$ cat src/rtl/vram_arbiter.sv
// ============================================================================
// Module   : vram_arbiter
// Brief    : Two-port (video scanout / CPU) arbiter for a single-port SRAM.
//            Video has priority, and the CPU is served after a bounded streak.
// Revision : 1.0 - initial release
// ============================================================================
`default_nettype none

module vram_arbiter #(
    parameter int ACCESS_CYCLES  = 2,
    parameter int CPU_STARVE_MAX = 8
) (
    input  logic        clk,
    input  logic        reset,
    input  logic        vid_req,
    input  logic [15:0] vid_addr,
    output logic        vid_ack,
    output logic [15:0] vid_rdata,
    input  logic        cpu_req,
    input  logic        cpu_we,
    input  logic [15:0] cpu_addr,
    input  logic [15:0] cpu_wdata,
    output logic        cpu_ack,
    output logic [15:0] cpu_rdata,
    output logic [15:0] mem_addr,
    output logic [15:0] mem_wdata,
    output logic        mem_we,
    output logic        mem_oe,
    input  logic [15:0] mem_rdata
);

    typedef enum logic [1:0] {
        S_IDLE   = 2'd0,
        S_ACCESS = 2'd1,
        S_DONE   = 2'd2
    } state_t;

    localparam logic [3:0] C_LAST   = 4'(ACCESS_CYCLES - 1);
    localparam logic [7:0] C_STARVE = 8'(CPU_STARVE_MAX);

    state_t      r_state;
    state_t      w_next;
    logic [3:0]  r_cnt;
    logic [7:0]  r_streak;
    logic        r_owner_cpu;
    logic        r_we;
    logic [15:0] r_addr;
    logic [15:0] r_wdata;
    logic [15:0] r_vid_rdata;
    logic [15:0] r_cpu_rdata;

    logic        w_grant;
    logic        w_cpu_wins;
    logic        w_last;

    // The CPU only overrides a pending video request once the streak is full.
    assign w_cpu_wins = cpu_req && (!vid_req || (r_streak == C_STARVE));
    assign w_grant    = (r_state == S_IDLE) && (vid_req || cpu_req);
    assign w_last     = (r_state == S_ACCESS) && (r_cnt == C_LAST);

    always_ff @(posedge clk) begin
        if (reset) begin
            r_state <= S_IDLE;
        end else begin
            r_state <= w_next;
        end
    end

    always_comb begin
        w_next = r_state;
        case (r_state)
            S_IDLE:   if (vid_req || cpu_req) w_next = S_ACCESS;
            S_ACCESS: if (r_cnt == C_LAST)    w_next = S_DONE;
            S_DONE:   w_next = S_IDLE;
            default:  w_next = S_IDLE;
        endcase
    end

    always_ff @(posedge clk) begin
        if (reset) begin
            r_cnt       <= 4'd0;
            r_streak    <= 8'd0;
            r_owner_cpu <= 1'b0;
            r_we        <= 1'b0;
            r_addr      <= 16'd0;
            r_wdata     <= 16'd0;
            r_vid_rdata <= 16'd0;
            r_cpu_rdata <= 16'd0;
        end else begin
            if (w_grant) begin
                r_cnt       <= 4'd0;
                r_owner_cpu <= w_cpu_wins;
                r_we        <= w_cpu_wins && cpu_we;
                r_addr      <= w_cpu_wins ? cpu_addr : vid_addr;
                if (w_cpu_wins) begin
                    r_wdata  <= cpu_wdata;
                    r_streak <= 8'd0;
                end else if (cpu_req) begin
                    if (r_streak != C_STARVE) r_streak <= r_streak + 8'd1;
                end else begin
                    r_streak <= 8'd0;
                end
            end
            if (r_state == S_ACCESS) begin
                r_cnt <= r_cnt + 4'd1;
            end
            // Writes leave the CPU read register untouched.
            if (w_last) begin
                if (!r_owner_cpu) begin
                    r_vid_rdata <= mem_rdata;
                end else if (!r_we) begin
                    r_cpu_rdata <= mem_rdata;
                end
            end
        end
    end

    assign mem_addr  = r_addr;
    assign mem_wdata = r_wdata;
    assign mem_we    = (r_state == S_ACCESS) && r_we;
    assign mem_oe    = (r_state == S_ACCESS) && !r_we;
    assign vid_ack   = (r_state == S_DONE) && !r_owner_cpu;
    assign cpu_ack   = (r_state == S_DONE) && r_owner_cpu;
    assign vid_rdata = r_vid_rdata;
    assign cpu_rdata = r_cpu_rdata;

endmodule

`default_nettype wire

$ cat config.mk
export PLATFORM = sky130hd
export DESIGN_NAME = vram_arbiter
export DESIGN_NICKNAME = d
export VERILOG_FILES = /design/src/rtl/vram_arbiter.sv
export SDC_FILE = /design/constraint.sdc
export NUM_CORES = 1
export LEC_CHECK = 0
export CORE_ASPECT_RATIO = 1.2
export CORE_MARGIN = 10
export CORE_UTILIZATION = 30
export DETAILED_ROUTE_END_ITERATION = 10
export DONT_BUFFER_PORTS = 1
export GPL_TIMING_DRIVEN = 1
export PLACE_DENSITY = 0.55
export SETUP_SLACK_MARGIN = 0.02
export SKIP_CTS_REPAIR_TIMING = 1
export SLEW_MARGIN = 30
export SYNTH_ARGS = -nofsm -noshare
export SYNTH_HDL_FRONTEND = slang
export SYNTH_SLANG_ARGS = --single-unit
$ cat constraint.sdc
create_clock -name clk -period 1.9 [get_ports clk]
set_input_delay 0.38 -clock clk [delete_from_list [all_inputs] [get_ports clk]]
set_output_delay 0.38 -clock clk [all_outputs]
set_load 0.05 [all_outputs]
==> results.toml, run 1 <==
[worst_setup_path]
arrival_ns = 2.11
ff2ff_setup_slack_ns = 0.007
cp-start-kind = "flip-flop"
r2r_start = "r_cnt[0]$_SDFFE_PP0P_"
path_class = "flip-flop to flip-flop"
r2r_end = "cpu_rdata[9]$_SDFFE_PP0P_"
worst_r2r_path_depth = 5
end_kind = "flip-flop"
cp_max_fo = 8
worstPathRequired_ns = 2.11

[cells_and_area]
drive_gt1_frac = 0.1280
syn_to_final_growth_pct = 19.04
stdcell_count = 504
nets = 444
n_antenna_cell = 0
fin_util = 0.3664
fillers = 1069

[timing]
fin_crit_sh = 0.9963
fin_ws_ns = 0.007041
finalSetupViolCount = 0
fmax_ghz = 0.5283
clock_skew_ns = 0.008409
finalCriticalPeriod_ns = 1.893
fin_tns_setup_ns = 0
slew_viol_final = 0
max_slew.worst_pin.slew_ns = 0.5688
relSlewSlack = 0.6203
final_hold_viol_count = 0
rsz0062_at_grt = "true"

[worst_hold_path]
min_from = "reset"
worst_hold_path.endpoint = "cpu_rdata[9]$_SDFFE_PP0P_"
hp-class = "input pin to flip-flop"
min_path_cells = 1

[cts]
clk_latency_ns = 0.33
cts_root_buf = "clkbuf_16"
cts_tree = "built"
cts_made_buffers = 9
htreeDepth = 3
clkTransAtPathRegs_ns = 0.06
cts_buffer_depth = 2
clkSinkCount = 80

[synthesis]
synth_warnings = 0
syn_nets = 440
synthTopCellsByArea = "dfxtp_1, mux2i_1, nor2_1"
synth-seq-cells = 80
synth_edf_count = 0
ys_types = 37
netlist_instances = 367
ys_seq_area_frac = 0.4923
synthArstFlopShare = 0
synth_flop_cell = "dfxtp_1"
yosysTopAreaCellShare = 0.4923
avgSynthCellArea_um2 = 8.864
synth_area_um2 = 3253
synth_top_area_cell = "dfxtp_1"

[pwr]
p_leak_nw = 1.507
power_mw = 4.370
irDropWorstVdd_mv = 0.4106
power.density_nw_per_um2 = 1128

[global_routing]
grt_usage = 0.1098
grt.overflow.total = 0
grt_max_degree = 74
first_global_vias = 2608
grt_pass1_wl_um = 13770
antenna_found_initial = 0

[die]
rows = 41
die_h_um = 134.1
initial_core_util = 0.3078
die_w_um = 115.1
ios = 137
die-area_um2 = 15430
core_um2 = 10570

[placement]
gp_congestion = 0.7424
place_hpwl_um = 6442
io_buffers = 0
dp_slack_ns = 0.06182
dp.cells = 486

[routing]
drc = 0
route.vias.total = 2617
drt-initial-drc-count = 162
firstDrtPassIters = 4
wl_um = 8982
vias_per_cell = 5.192
wl_per_cell_um = 17.82
ant_nets = 0

[outcome]
status = "finished clean"

[job]
max-cap-violations = 0
registers in the layout, indices dropped and copies added (netlist names):
signal and cells:
cpu_rdata 16, mem_addr 16, r_cnt 4, r_state 2
vid_rdata 16, r_streak 8, r_we 1, mem_wdata 16
r_owner_cpu 1
power breakdown:
part	leakage (nW)	internal [mW]	switching, mW
sequential	0.652	1.75	0.286
combinational	0.692	0.163	0.217
clock	0.163	1.31	0.636
total	1.51	3.23	1.14
routing by layer:
layer,vias to the layer above,track usage,part of all wire
li1,1272,-,-
met1,1210,0.1225,0.40
met5,-,0,0
met3,10,0.07229,0.15
met2,125,0.1638,0.44
met4,0,0.03719,0.012
critical path: stages (launching register included):
cell     delay [ns]
dfxtp_4        0.37
ha_4           0.12
or3b_4         0.40
or4_4          0.62
mux2i_1        0.20
nor2_1         0.06
cell usage after synthesis, types with 2 or more instances:
| master | instances |
|---|---|
| nor2_1 | 65 |
| ha_1 | 4 |
| a21oi_1 | 41 |
| nor4_1 | 3 |
| inv_1 | 4 |
| nand3_1 | 20 |
| xnor2_1 | 7 |
| o21ai_0 | 17 |
| a211oi_1 | 17 |
| buf_2 | 6 |
| mux2i_1 | 32 |
| nand2_1 | 25 |
| clkbuf_1 | 16 |
| nor3_1 | 3 |
| buf_4 | 2 |
| nor3b_1 | 3 |
| dfxtp_1 | 80 |
| or2_1 | 2 |
| nor4b_1 | 2 |
cells by family (layout without fill, tap and decap cells):
kind of cell	count (synthesis)	in the layout	share of synthesized area
mux	32	32	0.09846
buf+inv	31	38	0.04769
xor+xnor	7	7	0.01885
compound gates	78	78	0.1350
flops	80	80	0.4923
simple gates	135	136	0.1923
fa+ha+maj	4	4	0.01539
final cells by class:
| class | count | area [µm²] | share of cell area |
|---|---|---|---|
| flip-flops and latches | 80 | 1608 | 0.4152 |
| multi-input cells | 257 | 1543 | 0.3984 |
| clock buffers | 12 | 246.5 | 0.06365 |
| repair buffers | 19 | 209.0 | 0.05396 |
| well taps | 129 | 161.4 | 0.04168 |
| clock inverters | 3 | 90.09 | 0.02326 |
| inverters | 4 | 15.01 | 0.003877 |
placed cells by master (no fill, tap or decap), types with 2 or more instances in the layout:
cell / n
nor2_1: 64
or2_1: 2
bufinv_16: 3
dfxtp_1: 77
clkbuf_1: 2
nor3b_2: 2
xnor2_1: 7
buf_12: 5
mux2i_1: 32
or4_4: 2
nand3_1: 20
dfxtp_2: 2
a21oi_1: 40
nor2_2: 2
buf_4: 13
ha_1: 3
clkbuf_16: 9
o21ai_0: 17
nor3_1: 3
nor4_1: 3
nand2_1: 25
inv_1: 3
a211oi_1: 17
stage by stage:
step | hold WS (ns) | cell area (µm²)
after floorplan | 0.4384 | 3266
after global placement | 0.4553 | 3481
after detailed placement | 0.4599 | 3481
after CTS | 0.1074 | 3817
after global routing | 0.1015 | 3872
final | 0.1181 | 3872
worst max path at each step:
stage | start | endpoint | cells after the start
after global placement | r_cnt[1]$_SDFFE_PP0P_ | cpu_rdata[5]$_SDFFE_PP0P_ | 6
final | r_cnt[0]$_SDFFE_PP0P_ | cpu_rdata[9]$_SDFFE_PP0P_ | 5
after detailed placement | r_cnt[1]$_SDFFE_PP0P_ | cpu_rdata[5]$_SDFFE_PP0P_ | 6
after global routing | r_cnt[1]$_SDFFE_PP0P_ | cpu_rdata[9]$_SDFFE_PP0P_ | 6
after floorplan | r_cnt[1]$_SDFFE_PP0P_ | cpu_rdata[10]$_SDFFE_PP0P_ | 8
after CTS | r_cnt[1]$_SDFFE_PP0P_ | cpu_rdata[5]$_SDFFE_PP0P_ | 6
Note: power is estimated with default switching activity, not from simulation.
==> run 2: changes to the inputs <==
--- a/config.mk
+++ b/config.mk
@@ -5,6 +5,7 @@
 export SDC_FILE = /design/constraint.sdc
 export NUM_CORES = 1
 export LEC_CHECK = 0
+export ABC_CLOCK_PERIOD_IN_PS = 1900
 export CORE_ASPECT_RATIO = 1.2
 export CORE_MARGIN = 10
 export CORE_UTILIZATION = 30
==> results of run 2 <==
The final DEF is identical to that of run 1; final timing and power are the same.
==> run 3: changes to the inputs <==
--- a/config.mk
+++ b/config.mk
@@ -19,3 +19,4 @@
 export SYNTH_ARGS = -nofsm -noshare
 export SYNTH_HDL_FRONTEND = slang
 export SYNTH_SLANG_ARGS = --single-unit
+export TNS_END_PERCENT = 10
==> run 3 against run 2 <==
Net effect:
- first-iteration DRC count is 3.1% higher
- non-clock buffer count stayed put
- fmax is 0.44% higher
- sequential power hardly changed
- power is 6.7% lower
- flip-flop and latch count stayed put
- core utilization is 0.52 points lower
- combinational power hardly changed
- critical path type unchanged
- highest routed layer unchanged
==> results.toml, run 3 (synthesized netlist as in run 1, its figures left out) <==
[outcome]
status = "finished clean"

[cts]
cts_tree = "built"
clkTransAtPathRegs_ns = 0.06
cts_root_buf = "clkbuf_16"
cts_made_buffers = 9
htreeDepth = 3
clk_latency_ns = 0.33
clkSinkCount = 80
cts_buffer_depth = 2

[die]
ios = 137
die_w_um = 115.1
die-area_um2 = 15430
core_um2 = 10570
die_h_um = 134.1
rows = 41
initial_core_util = 0.3078

[routing]
vias_per_cell = 5.119
firstDrtPassIters = 4
ant_nets = 0
wl_per_cell_um = 17.93
wl_um = 9053
drc = 0
route.vias.total = 2585
drt-initial-drc-count = 167

[placement]
place_hpwl_um = 6458
gp_congestion = 0.8145
dp_slack_ns = 0.02525
io_buffers = 0

[worst_hold_path]
hp-class = "input pin to flip-flop"

[timing]
finalSetupViolCount = 0
relSlewSlack = 0.6274
finalCriticalPeriod_ns = 1.885
rsz0062_at_grt = "true"
fin_tns_setup_ns = 0
max_slew.worst_pin.slew_ns = 0.5581
fmax_ghz = 0.5306
clock_skew_ns = 0.007497
final_hold_viol_count = 0
slew_viol_final = 0
fin_ws_ns = 0.01541
fin_crit_sh = 0.9919

[cells_and_area]
final_common_cell = "dfxtp_1"
fillers = 1083
syn_to_final_growth_pct = 17.35
n_antenna_cell = 0
layout_common_cells = "dfxtp_1, nor2_1, a21oi_1"
nets = 444
drive_gt1_frac = 0.1356

[worst_setup_path]
critical_path.slowest_cell = "or4_4"
end_kind = "flip-flop"
path_delay_family = "simple AND/OR/NAND/NOR gates"
arrival_ns = 2.10
cp-start-kind = "flip-flop"
path_class = "flip-flop to flip-flop"
crit_path_cell_trace = "inv_2 > ha_4 > or3b_4 > or4_4 > mux2i_1 > nor2_1"
worstPathRequired_ns = 2.12
cpPeakStageDelay_ns = 0.61
cp_max_fo = 8
path_buf_inv = 1

[global_routing]
grt_pass1_wl_um = 13690
grt_max_degree = 74
grt_usage = 0.1089
antenna_found_initial = 0
grt.overflow.total = 0
first_global_vias = 2664

[pwr]
irDropWorstVdd_mv = 0.4017
power.density_nw_per_um2 = 1068
p_leak_nw = 1.475

[job]
max-cap-violations = 0
[run 3: layer usage]
layer / share of wire / vias to the layer above / GRT usage
met5: 0 / - / 0
met2: 0.44 / 119 / 0.1642
met4: 0.015 / 0 / 0.04201
met3: 0.15 / 10 / 0.06515
met1: 0.40 / 1189 / 0.1221
li1: - / 1267 / -
[run 3: worst paths after layout]
kind	from	end	slack, ns	cells after the start
worst min-delay path	reset	cpu_rdata[12]$_SDFFE_PP0P_	0.12	1
worst min register to register	r_cnt[3]$_SDFFE_PP0P_	r_cnt[3]$_SDFFE_PP0P_	0.47	1
worst max-delay path	r_cnt[1]$_SDFFE_PP0P_	cpu_rdata[13]$_SDFFE_PP0P_	0.02	6
worst max register to register	r_cnt[1]$_SDFFE_PP0P_	cpu_rdata[13]$_SDFFE_PP0P_	0.02	6
[run 3: cell type report]
type	instances	area (µm²)	area share
clock buffer	11	252.7	0.06621
clock inverter	5	40.04	0.01049
timing repair buffer	19	200.2	0.05244
inverter	4	15.01	0.003933
sequential	80	1605	0.4205
tap	129	161.4	0.04228
multi-input combinational	257	1543	0.4041
[run 3: where the power goes]
part	leakage [nW]	total (mW)	switching [mW]	internal (mW)
clock network	0.134	1.65	0.691	0.963
logic	0.689	0.381	0.218	0.163
registers	0.652	2.04	0.286	1.75
total	1.47	4.08	1.20	2.88
[run 3: worst reg2reg max path, stage by stage, from the launching register on]
cell and delay [ns]:
dfxtp_2 0.34, inv_2 0.06, ha_4 0.11, or3b_4 0.40, or4_4 0.61, mux2i_1 0.19, nor2_1 0.06
[run 3: metrics by stage]
stage                     utilization  instance area, µm²  power [mW]  cells  hold slack, ns
after global routing           0.3612                3817       4.274    505         0.09472
after floorplan                     -                3258       2.334    367          0.4384
final                          0.3612                3817       4.075    505          0.1203
after global placement         0.3294                3481       2.439    488          0.4600
after CTS                      0.3571                3774       4.115    504          0.1089
after detailed placement       0.3294                3481       2.448    488          0.4605
